===== config.mk =====
export PLATFORM = sky130hd
export DESIGN_NAME = uart_tx_arbiter
export DESIGN_NICKNAME = d
export VERILOG_FILES = /design/src/rtl/uart_arb_pkg.sv /design/src/rtl/uart_rr_arbiter.sv /design/src/rtl/uart_tx_arbiter.sv
export SDC_FILE = /design/constraint.sdc
export NUM_CORES = 1
export LEC_CHECK = 0
export BUFFER_PORTS_ARGS = -buffer_cell sky130_fd_sc_hd__buf_2
export CAP_MARGIN = 20
export CORE_MARGIN = 2
export CORE_UTILIZATION = 40
export CTS_CLUSTER_SIZE = 40
export DETAILED_ROUTE_END_ITERATION = 10
export MAX_ROUTING_LAYER = met4
export PLACE_DENSITY = 0.92
export SKIP_LAST_GASP = 1
export SLEW_MARGIN = 15
export SYNTH_ARGS = -nofsm -noshare
export SYNTH_HDL_FRONTEND = slang
export SYNTH_SLANG_ARGS = --single-unit

===== constraint.sdc =====
create_clock -name clk_i -period 3.25 [get_ports clk_i]
set_input_delay 0.4875 -clock clk_i [delete_from_list [all_inputs] [get_ports clk_i]]
set_output_delay 0.4875 -clock clk_i [all_outputs]
set_load 0.005 [all_outputs]

===== src/rtl/uart_arb_pkg.sv =====
// Shared types and constants for the UART transmit arbiter.
// The feature macro UART_TX_ARB_GAP_TIMEOUT_EN is consumed by uart_tx_arbiter.
package uart_arb_pkg;

    typedef enum logic [2:0] {
        IDLE      = 3'd0,
        POLL      = 3'd1,
        WAIT_STAT = 3'd2,
        HOLD      = 3'd3,
        WRITE     = 3'd4,
        WAIT_WR   = 3'd5
    } state_t;

    localparam logic [31:0] UART_TX_REG            = 32'h0000_0004;
    localparam logic [31:0] UART_STATUS_REG        = 32'h0000_0008;
    localparam int          UART_STATUS_TXFULL_BIT = 1;
    localparam logic [15:0] GAP_TIMEOUT            = 16'hFFFF;

endpackage


===== src/rtl/uart_rr_arbiter.sv =====
// Round-robin requester pick plus the rotating priority pointer.
// The pointer only moves when a grant ends, to the slot after the holder.
module uart_rr_arbiter
    import uart_arb_pkg::*;
#(
    parameter int NumReq = 2,
    parameter int IdxW   = $clog2(NumReq)
) (
    input  logic              clk,
    input  logic              rst,
    input  logic [NumReq-1:0] valid,
    input  logic              update,
    input  logic [IdxW-1:0]   holder,
    output logic              pick_valid,
    output logic [IdxW-1:0]   pick_idx
);

    logic [IdxW-1:0] ptr_r;
    logic [IdxW-1:0] next_ptr_s;
    logic [IdxW-1:0] cand_s;

    assign next_ptr_s = (holder == IdxW'(NumReq - 1)) ? '0 : holder + IdxW'(1);

    // Priority pointer register
    always_ff @(posedge clk) begin
        if (rst) begin
            ptr_r <= '0;
        end else if (update) begin
            ptr_r <= next_ptr_s;
        end else begin
            ptr_r <= ptr_r;
        end
    end

    // Scanning from the far end lets the slot nearest the pointer win last
    always_comb begin
        pick_valid = 1'b0;
        pick_idx   = '0;
        cand_s     = '0;
        for (int i = NumReq - 1; i >= 0; i--) begin
            cand_s     = IdxW'((int'(ptr_r) + i) % NumReq);
            pick_valid = pick_valid | valid[cand_s];
            pick_idx   = valid[cand_s] ? cand_s : pick_idx;
        end
    end

endmodule


===== src/rtl/uart_tx_arbiter.sv =====
// Packet-locked round-robin sharing of a UART TX register over a device bus.
// Define UART_TX_ARB_GAP_TIMEOUT_EN to abort grants whose holder stalls too long.
module uart_tx_arbiter
    import uart_arb_pkg::*;
#(
    parameter int          NumReq   = 2,
    parameter logic [31:0] UartBase = 32'h0000_0000
) (
    input  logic                clk_i,
    input  logic                rst_i,
    input  logic [NumReq-1:0]   req_valid_i,
    input  logic [8*NumReq-1:0] req_data_i,
    input  logic [NumReq-1:0]   req_last_i,
    output logic [NumReq-1:0]   req_ready_o,
    output logic [NumReq-1:0]   gnt_o,
    output logic                busy_o,
    output logic                device_req_o,
    output logic [31:0]         device_addr_o,
    output logic                device_we_o,
    output logic [3:0]          device_be_o,
    output logic [31:0]         device_wdata_o,
    input  logic                device_rvalid_i,
    input  logic [31:0]         device_rdata_i,
    output logic                timeout_o
);

    localparam int          IdxW      = $clog2(NumReq);
    localparam logic [31:0] POLL_ADDR = UartBase + UART_STATUS_REG;
    localparam logic [31:0] WR_ADDR   = UartBase + UART_TX_REG;

    state_t          state_r;
    logic [IdxW-1:0] hold_idx_r;
    logic            last_r;
    logic            pick_valid_s;
    logic [IdxW-1:0] pick_idx_s;
    logic            hold_valid_s;
    logic [7:0]      hold_byte_s;
    logic            tx_full_s;
    logic            abort_s;
    logic            upd_s;
    logic            unused_rdata_s;

    function automatic logic [NumReq-1:0] onehot(input logic [IdxW-1:0] idx);
        return {{(NumReq-1){1'b0}}, 1'b1} << idx;
    endfunction

    assign hold_valid_s   = req_valid_i[hold_idx_r];
    assign hold_byte_s    = req_data_i[{hold_idx_r, 3'b000} +: 8];
    assign tx_full_s      = device_rdata_i[UART_STATUS_TXFULL_BIT];
    assign unused_rdata_s = ^{device_rdata_i[31:2], device_rdata_i[0]};
    assign upd_s          = ((state_r == WAIT_WR) && device_rvalid_i && last_r) || abort_s;

`ifdef UART_TX_ARB_GAP_TIMEOUT_EN
    logic [15:0] gap_r;
    assign abort_s = (state_r == HOLD) && !hold_valid_s && (gap_r == GAP_TIMEOUT);
`else
    assign abort_s   = 1'b0;
    assign timeout_o = 1'b0;
`endif

    uart_rr_arbiter #(
        .NumReq (NumReq),
        .IdxW   (IdxW)
    ) u_rr (
        .clk        (clk_i),
        .rst        (rst_i),
        .valid      (req_valid_i),
        .update     (upd_s),
        .holder     (hold_idx_r),
        .pick_valid (pick_valid_s),
        .pick_idx   (pick_idx_s)
    );

    // Transfer FSM; bus strobes are set on the edge that enters POLL/WRITE
    always_ff @(posedge clk_i) begin
        if (rst_i) begin
            state_r        <= IDLE;
            hold_idx_r     <= '0;
            last_r         <= 1'b0;
            gnt_o          <= '0;
            busy_o         <= 1'b0;
            req_ready_o    <= '0;
            device_req_o   <= 1'b0;
            device_addr_o  <= 32'h0000_0000;
            device_we_o    <= 1'b0;
            device_be_o    <= 4'b0000;
            device_wdata_o <= 32'h0000_0000;
`ifdef UART_TX_ARB_GAP_TIMEOUT_EN
            gap_r          <= 16'h0000;
            timeout_o      <= 1'b0;
`endif
        end else begin
            req_ready_o    <= '0;
            device_req_o   <= 1'b0;
            device_addr_o  <= 32'h0000_0000;
            device_we_o    <= 1'b0;
            device_be_o    <= 4'b0000;
            device_wdata_o <= 32'h0000_0000;
`ifdef UART_TX_ARB_GAP_TIMEOUT_EN
            timeout_o      <= 1'b0;
`endif
            case (state_r)
                IDLE: begin
                    if (pick_valid_s) begin
                        hold_idx_r    <= pick_idx_s;
                        gnt_o         <= onehot(pick_idx_s);
                        busy_o        <= 1'b1;
                        state_r       <= POLL;
                        device_req_o  <= 1'b1;
                        device_addr_o <= POLL_ADDR;
                        device_be_o   <= 4'b0001;
                    end else begin
                        gnt_o   <= '0;
                        busy_o  <= 1'b0;
                        state_r <= IDLE;
                    end
                end
                POLL: state_r <= WAIT_STAT;
                WAIT_STAT: begin
                    if (!device_rvalid_i) begin
                        state_r <= WAIT_STAT;
                    end else if (tx_full_s) begin
                        state_r       <= POLL;
                        device_req_o  <= 1'b1;
                        device_addr_o <= POLL_ADDR;
                        device_be_o   <= 4'b0001;
                    end else if (hold_valid_s) begin
                        state_r        <= WRITE;
                        device_req_o   <= 1'b1;
                        device_we_o    <= 1'b1;
                        device_addr_o  <= WR_ADDR;
                        device_be_o    <= 4'b0001;
                        device_wdata_o <= {24'h00_0000, hold_byte_s};
                        req_ready_o    <= onehot(hold_idx_r);
                        last_r         <= req_last_i[hold_idx_r];
                    end else begin
                        state_r <= HOLD;
`ifdef UART_TX_ARB_GAP_TIMEOUT_EN
                        gap_r   <= 16'h0000;
`endif
                    end
                end
                HOLD: begin
                    // FIFO space may have been taken meanwhile, so re-poll first
                    if (hold_valid_s) begin
                        state_r       <= POLL;
                        device_req_o  <= 1'b1;
                        device_addr_o <= POLL_ADDR;
                        device_be_o   <= 4'b0001;
                    end else if (abort_s) begin
                        gnt_o     <= '0;
                        busy_o    <= 1'b0;
                        state_r   <= IDLE;
`ifdef UART_TX_ARB_GAP_TIMEOUT_EN
                        timeout_o <= 1'b1;
`endif
                    end else begin
                        state_r <= HOLD;
`ifdef UART_TX_ARB_GAP_TIMEOUT_EN
                        gap_r   <= gap_r + 16'h0001;
`endif
                    end
                end
                WRITE: state_r <= WAIT_WR;
                WAIT_WR: begin
                    if (!device_rvalid_i) begin
                        state_r <= WAIT_WR;
                    end else if (last_r) begin
                        gnt_o   <= '0;
                        busy_o  <= 1'b0;
                        state_r <= IDLE;
                    end else begin
                        state_r       <= POLL;
                        device_req_o  <= 1'b1;
                        device_addr_o <= POLL_ADDR;
                        device_be_o   <= 4'b0001;
                    end
                end
                default: begin
                    gnt_o   <= '0;
                    busy_o  <= 1'b0;
                    state_r <= IDLE;
                end
            endcase
        end
    end

endmodule


==> flow_summary.ini <==
[critical_path]
cp_top_family = flip-flops
cpPeakStageDelay_ns = 0.84
cp.arrival_ns = 2.10
crit_slowest_cell = dfxtp_1
reg2reg_from = hold_idx_r
crit_required_ns = 3.46
r2r_slack_ns = 1.36
end_kind = flip-flop
crit_path_start_kind = flip-flop
rr_endpoint = device_wdata_o[6]
worstRegToRegCells = 4
crit_start = hold_idx_r
cp_max_fo = 16
crit_type = flip-flop to flip-flop
cp.depth = 4
crit_buf_inv = 0
crit_chain = mux2_4, and3b_4, nand3b_4, nor2_1
endpoint = device_wdata_o[6]

[placed_design]
placed_area_mm2 = 0.00147
gp_congestion = 0.798
dp_hpwl_um = 1810
io_buffers = 41

[sta]
period_share = 0.583
drv_slew = 0
min_period_ns = 1.89
finalHoldViolations = 0
whs_ns = 0.451
rsz0062_at_grt = false
setup_tns_ns = 0
worst_pin_slew_ns = 0.789
setup_viol = 0
clock.fmax_ghz = 0.528
final.setup_skew_ns = 0.00163
relSlewSlack = 0.474

[yosys]
syn_area_mm2 = 0.00149
ys_seq_area_frac = 0.309
synthArstFlopShare = 0
avgSynthCellArea_um2 = 9.02
yosysWarnings = 0
syn-instance-count = 165
synth_edf_count = 0
yosysUniqueCellTypes = 34
ys.flop_type = dfxtp_1
ys_seq_elements = 23

[cells_and_area]
nNetsFinal = 257
drive_gt1_frac = 0.294
fin_area_mm2 = 0.00152
area_growth_pct = 1.93
final_core_util = 0.421
antennaDiodeCount = 0

[cts]
ctsHtreeMaxLevel = 1
root_buffer = clkbuf_8
cts_hold_buf = 0
clk_latency_ns = 0.27
post_cts_buffers = 0
postCtsResizedCells = 0
clockBufferDepth = 2
numCtsBuffers = 3
cts.sinks = 23
clk_pin_slew_worst_paths_ns = 0.08
cts_tree = yes

[global_route]
grt_util_met2 = 0.189
grt_pass1_vias = 766
top_usage_layer = met2
grt_pass1_wl_um = 3440
antenna_found_initial = 0
grt_usage = 0.110
gr-total-overflow = 0
grt_max_degree = 17
grtUsageMet1 = 0.120
grt_use_met3 = 0.0139

[detailed_routing]
drc = 0
drt_iter0_drc = 19
wl_per_cell_um = 9.22
ant_nets = 0
vias = 1001
drtPass1Iterations = 4
wl_um = 2300
vias_per_cell = 4.02

[power]
powerDensity_mw_per_mm2 = 402
vdd_ir_drop_max_uv = 127
total_power_uw = 610
leakage_nw = 0.752

[floorplanning]
rows = 22
initial_core_util = 0.413
ios = 131
die_h_um = 65.0
core_mm2 = 0.00361
chipWidth_um = 65.0
dieArea_mm2 = 0.00423

[worst_hold_path]
hold_path.class = input port to flip-flop

[outcome]
status = finished clean

[job]
maxCapViolCount = 0
registers in the layout (all words and copies together) (netlist names):
name / count
device_addr_o: 2
req_ready_o: 2
u_rr.ptr_r: 1
hold_idx_r: 1
busy_o: 1
device_be_o: 1
last_r: 1
state_r: 3
device_we_o: 1
device_wdata_o: 8
gnt_o: 2
cell usage after synthesis (all sizes together) (2+ instances only):
master,count,area (um^2)
a211oi,2,15.0
a21oi,6,30.0
a22oi,2,15.0
a31o,2,17.5
a31oi,2,12.5
buf,65,493
dfxtp,23,460
inv,4,15.0
mux2i,9,90.1
nand2,5,18.8
nand2b,4,25.0
nor2,18,118
nor2b,2,12.5
nor3,2,10.0
o21ai,3,15.0
or3,3,18.8
placed cells by master, fill, tap and decap left out, types with 3 or more instances in the layout:
cell type and count:
conb_1 58, buf_2 41, dfxtp_1 23, nor2_1 10
mux2i_1 9, nor2_4 6, a21oi_1 6, nand2_1 5
nand2b_1 4, or3_1 3, o21ai_0 3, clkbuf_8 3
layout make-up:
cell class                      count  area (um^2)
Clock buffer                        3         41.3
Fill cell                         379         2090
Multi-Input combinational cell    129          731
Inverter                            4         15.0
Clock inverter                      1         5.00
Sequential cell                    23          460
Timing Repair Buffer               41          205
Tap cell                           48         60.1
kinds of logic (layout without fill, tap and decap cells):
kind of cell	count (synthesis)	in the layout	share of synthesized area
AO/OA/AOI/OAI	20	20	0.0899
flip-flops	23	23	0.309
buffers and inverters	70	49	0.344
multiplexers	10	10	0.0706
XOR/XNOR	1	1	0.00588
other	1	58	0.00252
AND/OR/NAND/NOR	40	40	0.178
stage by stage:
| step | setup slack (ns) | instances |
|---|---|---|
| after floorplan | 1.89 | 222 |
| after global placement | 1.37 | 245 |
| after detailed placement | 1.35 | 245 |
| after CTS | 1.34 | 249 |
| after global routing | 1.20 | 249 |
| final | 1.36 | 249 |
report_power, final:
part / total, mW / internal, mW / switching [mW]
Clock: 0.182 / 0.0858 / 0.0963
Sequential: 0.316 / 0.295 / 0.0202
Combinational: 0.112 / 0.0511 / 0.0608
Total: 0.610 / 0.432 / 0.177
metal layers:
layer / up-vias / routed length (um)
li1: 497 / -
met1: 444 / 884
met2: 55 / 1160
met3: 5 / 185
met4: 0 / 64
met5: - / 0
worst min path at each step:
| stage | cells past startpoint | from | endpoint |
|---|---|---|---|
| final | 3 | req_data_i[8] | device_wdata_o[0] |
| after global routing | 3 | req_data_i[0] | device_wdata_o[0] |
| after CTS | 3 | req_data_i[8] | device_wdata_o[0] |
| after detailed placement | 2 | gnt_o[1] | gnt_o[1] |
| after global placement | 2 | gnt_o[1] | gnt_o[1] |
| after floorplan | 2 | gnt_o[1] | gnt_o[1] |
worst min-delay path, cell delays in order:
cell and delay (ns):
buf_2 0.07, mux2i_1 0.06, nor2_1 0.07
Note: power is estimated with default switching activity, not from simulation.
